===== src/rtl/riscv_pkg.sv =====
// riscv_pkg: access-size encodings and LSU state type shared by the memory stage.
package riscv_pkg;
    typedef enum logic [2:0] {
        F3_B  = 3'b000,
        F3_H  = 3'b001,
        F3_W  = 3'b010,
        F3_BU = 3'b100,
        F3_HU = 3'b101
    } f3_e;

    typedef enum logic [1:0] {IDLE, REQ, WAIT} lsu_state_e;

    function automatic logic f3_legal(input logic [2:0] f3);
        return f3 inside {F3_B, F3_H, F3_W, F3_BU, F3_HU};
    endfunction
endpackage


===== src/rtl/lsu_mem_stage_if.sv =====
// lsu_mem_stage_if: req/gnt/rvalid data-memory port between the LSU (master) and memory (slave).
interface lsu_mem_stage_if #(parameter int WORDS = 32);
    logic             req;
    logic             we;
    logic [WORDS-1:0] addr;
    logic [WORDS-1:0] wdata;
    logic [3:0]       be;
    logic             gnt;
    logic             rvalid;
    logic [WORDS-1:0] rdata;

    modport master(output req, we, addr, wdata, be, input gnt, rvalid, rdata);
    modport slave(input req, we, addr, wdata, be, output gnt, rvalid, rdata);
endinterface


===== src/rtl/lsu_mem_stage_align.sv =====
// lsu_align: byte-enable / lane-replicated store data generation and load extraction with extension.
module lsu_align
    import riscv_pkg::*;
(
    input  logic [2:0]  st_f3,
    input  logic [1:0]  st_off,
    input  logic [31:0] st_data,
    input  logic [2:0]  ld_f3,
    input  logic [1:0]  ld_off,
    input  logic [31:0] rdata,
    output logic [3:0]  be,
    output logic [31:0] wdata,
    output logic [31:0] ld_data
);
    logic [7:0]  b;
    logic [15:0] h;

    always_comb begin
        be = st_f3[1:0] == 2'b00 ? 4'b0001 << st_off
           : st_f3[1:0] == 2'b01 ? 4'b0011 << {st_off[1], 1'b0} : 4'b1111;
        wdata = st_f3[1:0] == 2'b00 ? {4{st_data[7:0]}}
              : st_f3[1:0] == 2'b01 ? {2{st_data[15:0]}} : st_data;
        b = rdata[{ld_off, 3'b000} +: 8];
        h = ld_off[1] ? rdata[31:16] : rdata[15:0];
        ld_data = ld_f3 == F3_B  ? {{24{b[7]}}, b}
                : ld_f3 == F3_BU ? {24'b0, b}
                : ld_f3 == F3_H  ? {{16{h[15]}}, h}
                : ld_f3 == F3_HU ? {16'b0, h} : rdata;
    end
endmodule


===== src/rtl/lsu_mem_stage.sv =====
// lsu_mem_stage: memory-access stage driving a req/gnt/rvalid data port and a one-beat writeback.
// Optional LSU_MISALIGN_TRAP_EN traps misaligned H/W accesses instead of truncating the offset.
module lsu_mem_stage
    import riscv_pkg::*;
#(
    parameter int WORDS   = 32,
    parameter int REGBITS = 5
) (
    input  logic                clk,
    input  logic                rst_n,
    input  logic                ex_valid,
    output logic                ex_ready,
    input  logic                MemRead,
    input  logic                MemWrite,
    input  logic [2:0]          funct3,
    input  logic [WORDS-1:0]    ALUOut,
    input  logic [WORDS-1:0]    StoreData,
    input  logic [REGBITS-1:0]  rd_in,
    lsu_mem_stage_if.master     dmem,
    output logic                wb_valid,
    output logic                wb_we,
    output logic [REGBITS-1:0]  wb_rd,
    output logic [WORDS-1:0]    wb_data,
    output logic                wb_err
);
    lsu_state_e         state, nxt;
    logic [2:0]         ld_f3;
    logic [1:0]         ld_off, off_eff;
    logic [REGBITS-1:0] rd_q;
    logic [3:0]         st_be;
    logic [WORDS-1:0]   st_wdata, ld_data;
    logic               mem_op, illegal, misal, err, go_mem;

    assign ex_ready = state == IDLE;
    assign mem_op   = MemRead | MemWrite;
    assign illegal  = mem_op & (!f3_legal(funct3) | (MemWrite & funct3[2]) | (MemRead & MemWrite));
    // Dropping the offending low bits is harmless for aligned accesses, so it applies in both builds.
    assign off_eff  = funct3[1] ? 2'b00 : funct3[0] ? {ALUOut[1], 1'b0} : ALUOut[1:0];
`ifdef LSU_MISALIGN_TRAP_EN
    assign misal    = mem_op & ((funct3[1:0] == 2'b01 & ALUOut[0]) | (funct3 == F3_W & |ALUOut[1:0]));
`else
    assign misal    = 1'b0;
`endif
    assign err      = illegal | misal;
    assign go_mem   = ex_valid & ex_ready & mem_op & !err;

    lsu_align u_align (
        .st_f3(funct3), .st_off(off_eff), .st_data(StoreData),
        .ld_f3(ld_f3), .ld_off(ld_off), .rdata(dmem.rdata),
        .be(st_be), .wdata(st_wdata), .ld_data(ld_data)
    );

    always_ff @(posedge clk)
        state <= !rst_n ? IDLE : nxt;

    always_comb begin
        nxt = state;
        if (state == IDLE && go_mem) nxt = REQ;
        else if (state == REQ && dmem.gnt) nxt = dmem.we ? IDLE : WAIT;
        else if (state == WAIT && dmem.rvalid) nxt = IDLE;
    end

    always_ff @(posedge clk) begin
        if (!rst_n) begin
            dmem.req <= 1'b0;
            dmem.we <= 1'b0;
            dmem.addr <= '0;
            dmem.wdata <= '0;
            dmem.be <= 4'b0;
            wb_valid <= 1'b0;
            wb_we <= 1'b0;
            wb_rd <= '0;
            wb_data <= '0;
            wb_err <= 1'b0;
            ld_f3 <= 3'b0;
            ld_off <= 2'b0;
            rd_q <= '0;
        end else begin
            wb_valid <= 1'b0;
            wb_we <= 1'b0;
            wb_err <= 1'b0;
            if (go_mem) begin
                dmem.req <= 1'b1;
                dmem.we <= MemWrite;
                dmem.addr <= {ALUOut[WORDS-1:2], 2'b00};
                dmem.wdata <= st_wdata;
                dmem.be <= st_be;
                ld_f3 <= funct3;
                ld_off <= off_eff;
                rd_q <= rd_in;
            end else if (ex_valid && ex_ready) begin
                wb_valid <= 1'b1;
                wb_we <= !err & |rd_in;
                wb_err <= err;
                wb_rd <= rd_in;
                wb_data <= ALUOut;
            end
            if (state == REQ && dmem.gnt) begin
                dmem.req <= 1'b0;
                wb_valid <= dmem.we;
                wb_rd <= rd_q;
            end
            if (state == WAIT && dmem.rvalid) begin
                wb_valid <= 1'b1;
                wb_we <= |rd_q;
                wb_rd <= rd_q;
                wb_data <= ld_data;
            end
        end
    end
endmodule

===== src/flat_wrapper.sv =====
// flat-port wrapper written by rule: the top's interface ports become plain ports
module lsu_mem_stage_flat import riscv_pkg::*;
#(
    parameter int WORDS   = 32,
    parameter int REGBITS = 5
)
  (clk, rst_n, ex_valid, ex_ready, MemRead, MemWrite, funct3, ALUOut, StoreData, rd_in, wb_valid, wb_we, wb_rd, wb_data, wb_err, dmem_req, dmem_we, dmem_addr, dmem_wdata, dmem_be, dmem_gnt, dmem_rvalid, dmem_rdata);
  lsu_mem_stage_if #(.WORDS(WORDS)) dmem_i ();
  input  logic clk;
  input  logic rst_n;
  input  logic ex_valid;
  output logic ex_ready;
  input  logic MemRead;
  input  logic MemWrite;
  input  logic [2:0] funct3;
  input  logic [WORDS-1:0] ALUOut;
  input  logic [WORDS-1:0] StoreData;
  input  logic [REGBITS-1:0] rd_in;
  output logic wb_valid;
  output logic wb_we;
  output logic [REGBITS-1:0] wb_rd;
  output logic [WORDS-1:0] wb_data;
  output logic wb_err;
  output wire logic [$bits(dmem_i.req)-1:0] dmem_req;
  output wire logic [$bits(dmem_i.we)-1:0] dmem_we;
  output wire logic [$bits(dmem_i.addr)-1:0] dmem_addr;
  output wire logic [$bits(dmem_i.wdata)-1:0] dmem_wdata;
  output wire logic [$bits(dmem_i.be)-1:0] dmem_be;
  input wire logic [$bits(dmem_i.gnt)-1:0] dmem_gnt;
  input wire logic [$bits(dmem_i.rvalid)-1:0] dmem_rvalid;
  input wire logic [$bits(dmem_i.rdata)-1:0] dmem_rdata;
  assign dmem_req = dmem_i.req;
  assign dmem_we = dmem_i.we;
  assign dmem_addr = dmem_i.addr;
  assign dmem_wdata = dmem_i.wdata;
  assign dmem_be = dmem_i.be;
  assign dmem_i.gnt = dmem_gnt;
  assign dmem_i.rvalid = dmem_rvalid;
  assign dmem_i.rdata = dmem_rdata;
  lsu_mem_stage #(.WORDS(WORDS), .REGBITS(REGBITS)) u_core (.clk(clk), .rst_n(rst_n), .ex_valid(ex_valid), .ex_ready(ex_ready), .MemRead(MemRead), .MemWrite(MemWrite), .funct3(funct3), .ALUOut(ALUOut), .StoreData(StoreData), .rd_in(rd_in), .dmem(dmem_i), .wb_valid(wb_valid), .wb_we(wb_we), .wb_rd(wb_rd), .wb_data(wb_data), .wb_err(wb_err));
endmodule

===== config.mk =====
export PLATFORM = sky130hd
export DESIGN_NAME = lsu_mem_stage_flat
export DESIGN_NICKNAME = d
export VERILOG_FILES = /design/src/rtl/riscv_pkg.sv /design/src/rtl/lsu_mem_stage_if.sv /design/src/rtl/lsu_mem_stage_align.sv /design/src/rtl/lsu_mem_stage.sv /design/src/flat_wrapper.sv
export SDC_FILE = /design/constraint.sdc
export NUM_CORES = 1
export LEC_CHECK = 0
export CAP_MARGIN = 20
export CELL_PAD_IN_SITES_DETAIL_PLACEMENT = 1
export CELL_PAD_IN_SITES_GLOBAL_PLACEMENT = 2
export CORE_AREA = 2 2 110 219
export CTS_CLUSTER_DIAMETER = 80
export CTS_CLUSTER_SIZE = 30
export DETAILED_ROUTE_END_ITERATION = 8
export DIE_AREA = 0 0 112 221
export PLACE_DENSITY = 0.88
export SLEW_MARGIN = 5
export SYNTH_ARGS = -nofsm -noshare
export SYNTH_HDL_FRONTEND = slang
export SYNTH_HIERARCHICAL = 1
export SYNTH_SLANG_ARGS = --single-unit

===== constraint.sdc =====
create_clock -name clk -period 2.9 [get_ports clk]
set_input_delay 0.58 -clock clk [delete_from_list [all_inputs] [get_ports clk]]
set_output_delay 0.58 -clock clk [all_outputs]
set_load 0.02 [all_outputs]

* Word level (Yosys, flattened, before mapping)
Cells that the tools add are included.
** Word-level totals
- Bits in registers :: 120
- Input bits :: 111
- Output and inout port bits :: 111
- Word-level logic and storage cells :: 93
** Operators by class
- Eq/ne operators :: 12
- Shift operators :: 3
- Muxes and demuxes :: 29
- Bitwise logic cells :: 12
- Reductions and logical operators :: 22
** Operator list (number)
- two-way mux 32 bit :: 9
- indexed part select 32 x 6 -> 8 bit :: 1
- two-way mux 5 bit :: 4
- two-way mux 16 bit :: 1
- == test 3 bit (second input constant) :: 4
- OR reduction 5 bit :: 2
- two-way mux 1 bit :: 9
- two-way mux 2 bit :: 4
- two-way mux 4 bit :: 2
- AND 1 bit :: 7
- == test 3 x 1 -> 1 bit (second input constant) :: 2
- zero test 3 bit :: 2
- nonzero test 3 bit :: 2
- nonzero test 5 bit :: 1
- == test 2 x 1 -> 1 bit (second input constant) :: 2
- logical AND 1 bit :: 4
- zero test 2 bit :: 2
- AND reduction 2 bit :: 2
- nonzero test 2 bit :: 2
- OR reduction 2 bit :: 2
- << shifter 1 x 2 -> 4 bit (first input constant) :: 1
- << shifter 2 x 2 -> 4 bit (first input constant) :: 1
- == test 3 x 2 -> 1 bit (second input constant) :: 1
- != test 3 bit (second input constant) :: 1
- other kinds (6) :: 10

* Depth between registers and ports, before layout
- Word-level depth :: 11
- Depth in mapped cells :: 8

* Hierarchy
The synthesis kept the hierarchy.
** Modules (own cells, without submodules)
- lsu_mem_stage :: times used 1, cells an instance 607, area an instance 5143.7 µm², seq. area each 2402.3 µm²
- lsu_align :: times used 1, cells an instance 166, area an instance 1226.2 µm², seq. area each 0.0 µm²

* Worst setup path before layout
No wires, ideal clock.
- Kind :: input-to-reg
- Start point :: input port dmem_rdata[7]
- End point :: register u_core.wb_data[31]
- Library setup time :: 0.127 ns
- Data arrival time :: 1.768 ns
- Data required time :: 2.773 ns
- Slack :: 1.005 ns
- Stages on the path :: 7
- Path buffers :: 1
- Cell sequence :: mux2_4 > and4bb_1 > buf_6 > a211o_1 > mux2_2 > nand2_1 > mux2i_1
** Between the ends
- Word-level cells in the longest chain between the ends :: 3
** RTL lines
- start: declaration :: line flat_wrapper.sv:31 : input wire logic [$bits(dmem_i.rdata)-1:0] dmem_rdata;
- indexed part select 32 x 6 -> 8 bit :: line lsu_mem_stage_align.sv:23 : b = rdata[{ld_off, 3'b000} +: 8];
- two-way mux 32 bit :: line lsu_mem_stage_align.sv:25 : ld_data = ld_f3 == F3_B ? {{24{b[7]}}, b}
- named net u_core.ld_data[31] :: line lsu_mem_stage.sv:31 : logic [WORDS-1:0] st_wdata, ld_data;
- two-way mux 32 bit :: line lsu_mem_stage.sv:103 : if (state == WAIT && dmem.rvalid) begin
- end signal: assignment :: line lsu_mem_stage.sv:96 : wb_data <= ALUOut;
- end signal: assignment :: line lsu_mem_stage.sv:107 : wb_data <= ld_data;
- end: declaration :: line lsu_mem_stage.sv:23 : output logic [WORDS-1:0] wb_data,
The timed path passes the listed nets, and every way through them passes these cells.
A chain may end at the register's enable or synchronous reset.

* Final worst setup path
- Start point :: register u_core.ld_off[1]
- End point :: register u_core.wb_data[1]
** Between the ends
- Word-level cells in the longest chain between the ends :: 6
** RTL lines
- start: declaration :: line lsu_mem_stage.sv:28 : logic [1:0] ld_off, off_eff;
- start signal: assignment :: line lsu_mem_stage.sv:76 : ld_off <= 2'b0;
- start signal: assignment :: line lsu_mem_stage.sv:89 : ld_off <= off_eff;
- branches (longest 4 deep; another with indexed part select 32 x 6 -> 8 bit)
- two-way mux 32 bit * :: line lsu_mem_stage_align.sv:25
- named net u_core.ld_data[1] :: line lsu_mem_stage.sv:31
- two-way mux 32 bit * :: line lsu_mem_stage.sv:103
Mark *: on every way through the listed nets, which the timed path passes.

==> impl_results.md <==
- Weighted congestion reported at the end of routability-driven placement: 0.850
- Yosys warning total: 6
- Later-pin clock latency in the skew report: 0.41 ns
- Layout Area Growth over Synthesis: 44.7%
- Total power divided by cell area: 549 nW/um^2
- Final Setup Violations: 0
- Root buf cell: sky130_fd_sc_hd__clkbuf_16
- Total grt overflow: 0
- Total negative slack for setup checks: 0 ns
- First-pass detailed-route iteration total: 4
- Antenna violations before repair: 0
- Clock input transition at the sequential cells of the worst setup and hold paths: 0.05 ns
- RSZ-0062 raised after global routing: false
- Number of cells on the worst hold path: 2
- Yosys reg bits: 120
- Synth top area cells: sky130_fd_sc_hd__dfxtp_1 (38%), sky130_fd_sc_hd__o21ai_0 (6.9%), sky130_fd_sc_hd__a21oi_1 (6.6%)
- Detailed Place HPWL: 19.8 mm
- Maximum number of pins on one net before global-route repair: 54
- TritonCTS clock tree: yes
- Hold Startpoint: u_core/wb_data[3]$_SDFFE_PN0P_
- Post-synthesis async set-or-reset flop share: 0%
- Number of buffers added for setup after CTS: 0
- Number of gates given a new drive strength after cts: 0
- Wire length per cell: 21.6 um
- Vias per cell: 5.35
- Final critical delay including setup and external delays: 2.23 ns
- Count of antenna diodes in the layout: 0
- Number of cell instances on the worst register-to-register path: 6
- Kind of end point of the critical path: flop
- Die area: 24,800 um^2
- Via count of the first global-routing pass: 7,077
- Startpoint of the worst-slack reg-to-reg timing path: u_core/ld_off[1]$_SDFFE_PN0N_
- Critical path class: reg -> reg
- Unique masters post-synth: 46
- Arrival time reported for the critical path endpoint: 2.58 ns
- Total power: 5.06 mW
- Final cycle utilization of the critical path: 77.0%
- Remaining number of nets flagged by the antenna check after routing: 0
- CTS sink cnt: 120
- Fraction of synthesized cell area taken by the top area cell type: 37.7%
- Peak clock frequency supported by timing: 0.448 GHz
- Req. time, crit path: 3.24 ns
- DIE WIDTH: 112 um
- Area of the mapped netlist: 6370 um^2
- Syn Inst Count: 773
- Status: finished, final reports clean
- First-pass GRT wire length: 40.6 mm
- NumNets Final: 1,056
- Commonest cells in the netlist: sky130_fd_sc_hd__dfxtp_1 (120), sky130_fd_sc_hd__nand2_1 (109), sky130_fd_sc_hd__o21ai_0 (88)
- Average cell area after synthesis: 8.24 um^2
- H-tree depth reported by CTS: 4
- Height of the chip: 221 um
- I/O pin cnt: 222
- Max-slew violation count: 0
- Routed vias: 6,638
- Dominant cell by count in the synthesized netlist: sky130_fd_sc_hd__dfxtp_1
- Peak fanout along the critical path: 15
- Number of hold-repair buffers added at the cts stage: 0
- Number of buffers inserted by port buffering: 219
- Max Clock Skew: 0.00874 ns
- Standard-cell rows: 79
- Setup crit start kind: flop
- EDFF count, synth: 0
- First-iteration detailed-routing DRC count: 313
- Reg2Reg Setup Slack: 0.67 ns
- Worst hold path type: reg -> reg
- Core Box Area: 23,100 um^2
- Worst VDD drop: 0.308 mV
- Overall track demand over capacity in global routing: 21.2%
- Total routed wirelength: 26.8 mm
- Leading area contributor after synthesis: sky130_fd_sc_hd__dfxtp_1
- Worst-margin pin slew: 0.804 ns
- Final hold vios: 0
- Maximum root-to-sink buffer count: 2
- Endpoint of the most critical register-to-register path: u_core/wb_data[1]$_SDFFE_PN0P_
- TritonCTS buffer count: 17
- Seq/Total Area, Yosys: 37.7%
- Number of fill cells: 2,749
- Slew HR: 46.3%
- Ratio of cells with drive above 1 in the final layout: 11.1%
- Endpoint, Worst Hold: u_core/wb_data[3]$_SDFFE_PN0P_
- # DRC: 0
- Initial core utilization: 27.5%
- Most used flip-flop cell after synthesis: sky130_fd_sc_hd__dfxtp_1
- Leakage component of the power: 3.24 nW
- Fin util: 39.8%
- Number of max-cap violations: 0
area by class of cell:
cell class	count	area (um^2)	area share (%)
well taps	283	354	3.84
clock buffers	22	474	5.15
inverters	2	7.51	0.0815
clock inverters	9	123	1.33
multi-input cells	562	3440	37.3
flip-flops and latches	120	2400	26.1
repair buffers	242	2410	26.2
cell usage in the layout (no fill, tap or decap), drive strengths merged, types with 3 or more instances in the layout:
cell type	synthesis	routed
a21oi	85	85
or4	3	3
buf	52	23
o211ai	23	23
nand2	109	109
clkinv	0	5
mux2	32	32
nand3b	3	3
nor2b	4	4
nor3b	3	3
nand3	82	82
o21bai	3	3
nor2	19	19
clkdlybuf4s50	0	219
bufinv	0	3
nand4	23	23
a32oi	7	7
nand2b	3	3
o21ai	88	88
dfxtp	120	120
and3b	3	3
nor3	3	3
mux2i	23	23
mux4	7	7
a31oi	7	7
clkbuf	38	22
a211o	17	17
per-stage QoR:
step	instances	instance area (um^2)	setup slack (ns)	hold slack, ns
after global routing	1240	9220	0.478	0.499
final	1240	9220	0.666	0.466
after floorplan	774	6370	1.01	0.461
after global placement	1209	8620	0.402	0.448
after CTS	1240	9220	0.653	0.471
after detailed placement	1209	8620	0.353	0.461
worst max-delay path by stage:
| stage | from | endpoint | slack, ns | cells after the start |
|---|---|---|---|---|
| after floorplan | dmem_rdata[7] | u_core/wb_data[31]$_SDFFE_PN0P_ | 1.01 | 7 |
| after global placement | MemWrite | u_core/dmem.addr[31]$_SDFFE_PN0N_ | 0.40 | 6 |
| after detailed placement | funct3[0] | u_core/dmem.wdata[8]$_SDFFE_PN0N_ | 0.35 | 6 |
| after CTS | u_core/state[0]$_SDFFE_PN0P_ | ex_ready | 0.65 | 2 |
| after global routing | u_core/ld_off[0]$_SDFFE_PN0N_ | u_core/wb_data[31]$_SDFFE_PN0P_ | 0.48 | 6 |
| final | u_core/ld_off[1]$_SDFFE_PN0N_ | u_core/wb_data[1]$_SDFFE_PN0P_ | 0.67 | 6 |
layer usage:
| layer | vias up | GRT usage [%] | part of all wire, % |
|---|---|---|---|
| met5 | - | 0 | 0 |
| met4 | 0 | 13.7 | 6.4 |
| met3 | 77 | 3.40 | 3.8 |
| met2 | 207 | 39.6 | 54 |
| met1 | 3228 | 21.3 | 35 |
| li1 | 3126 | - | - |
critical path: stages, from the launching register on:
cell and delay [ns]:
sky130_fd_sc_hd__dfxtp_1 0.71, sky130_fd_sc_hd__and3b_1 0.58, sky130_fd_sc_hd__nand2_1 0.11, sky130_fd_sc_hd__a31oi_1 0.36, sky130_fd_sc_hd__mux2_2 0.22, sky130_fd_sc_hd__nand2_1 0.05
sky130_fd_sc_hd__mux2i_1 0.12
where the power goes:
group          switching (mW)  total (mW)  internal (mW)
sequential             0.0559        1.80           1.74
clock                   0.754        2.16           1.41
combinational           0.616        1.10          0.485
kinds of logic after synthesis:
logic type      after synthesis  share of synthesized area, %
flops                       120                          37.7
mux                          62                          11.8
other cells                   1                        0.0589
compound gates              237                          21.8
buf+inv                      92                          8.54
simple gates                261                          20.1
flip-flops by register name, summed over array words and instances (netlist names), 2 cells and up:
name               cells
u_core/dmem.addr      30
u_core/dmem.be         4
u_core/dmem.wdata     32
u_core/ld_f3           3
u_core/ld_off          2
u_core/rd_q            5
u_core/state           2
u_core/wb_data        32
u_core/wb_rd           5
(Power assumes the default switching activity.)
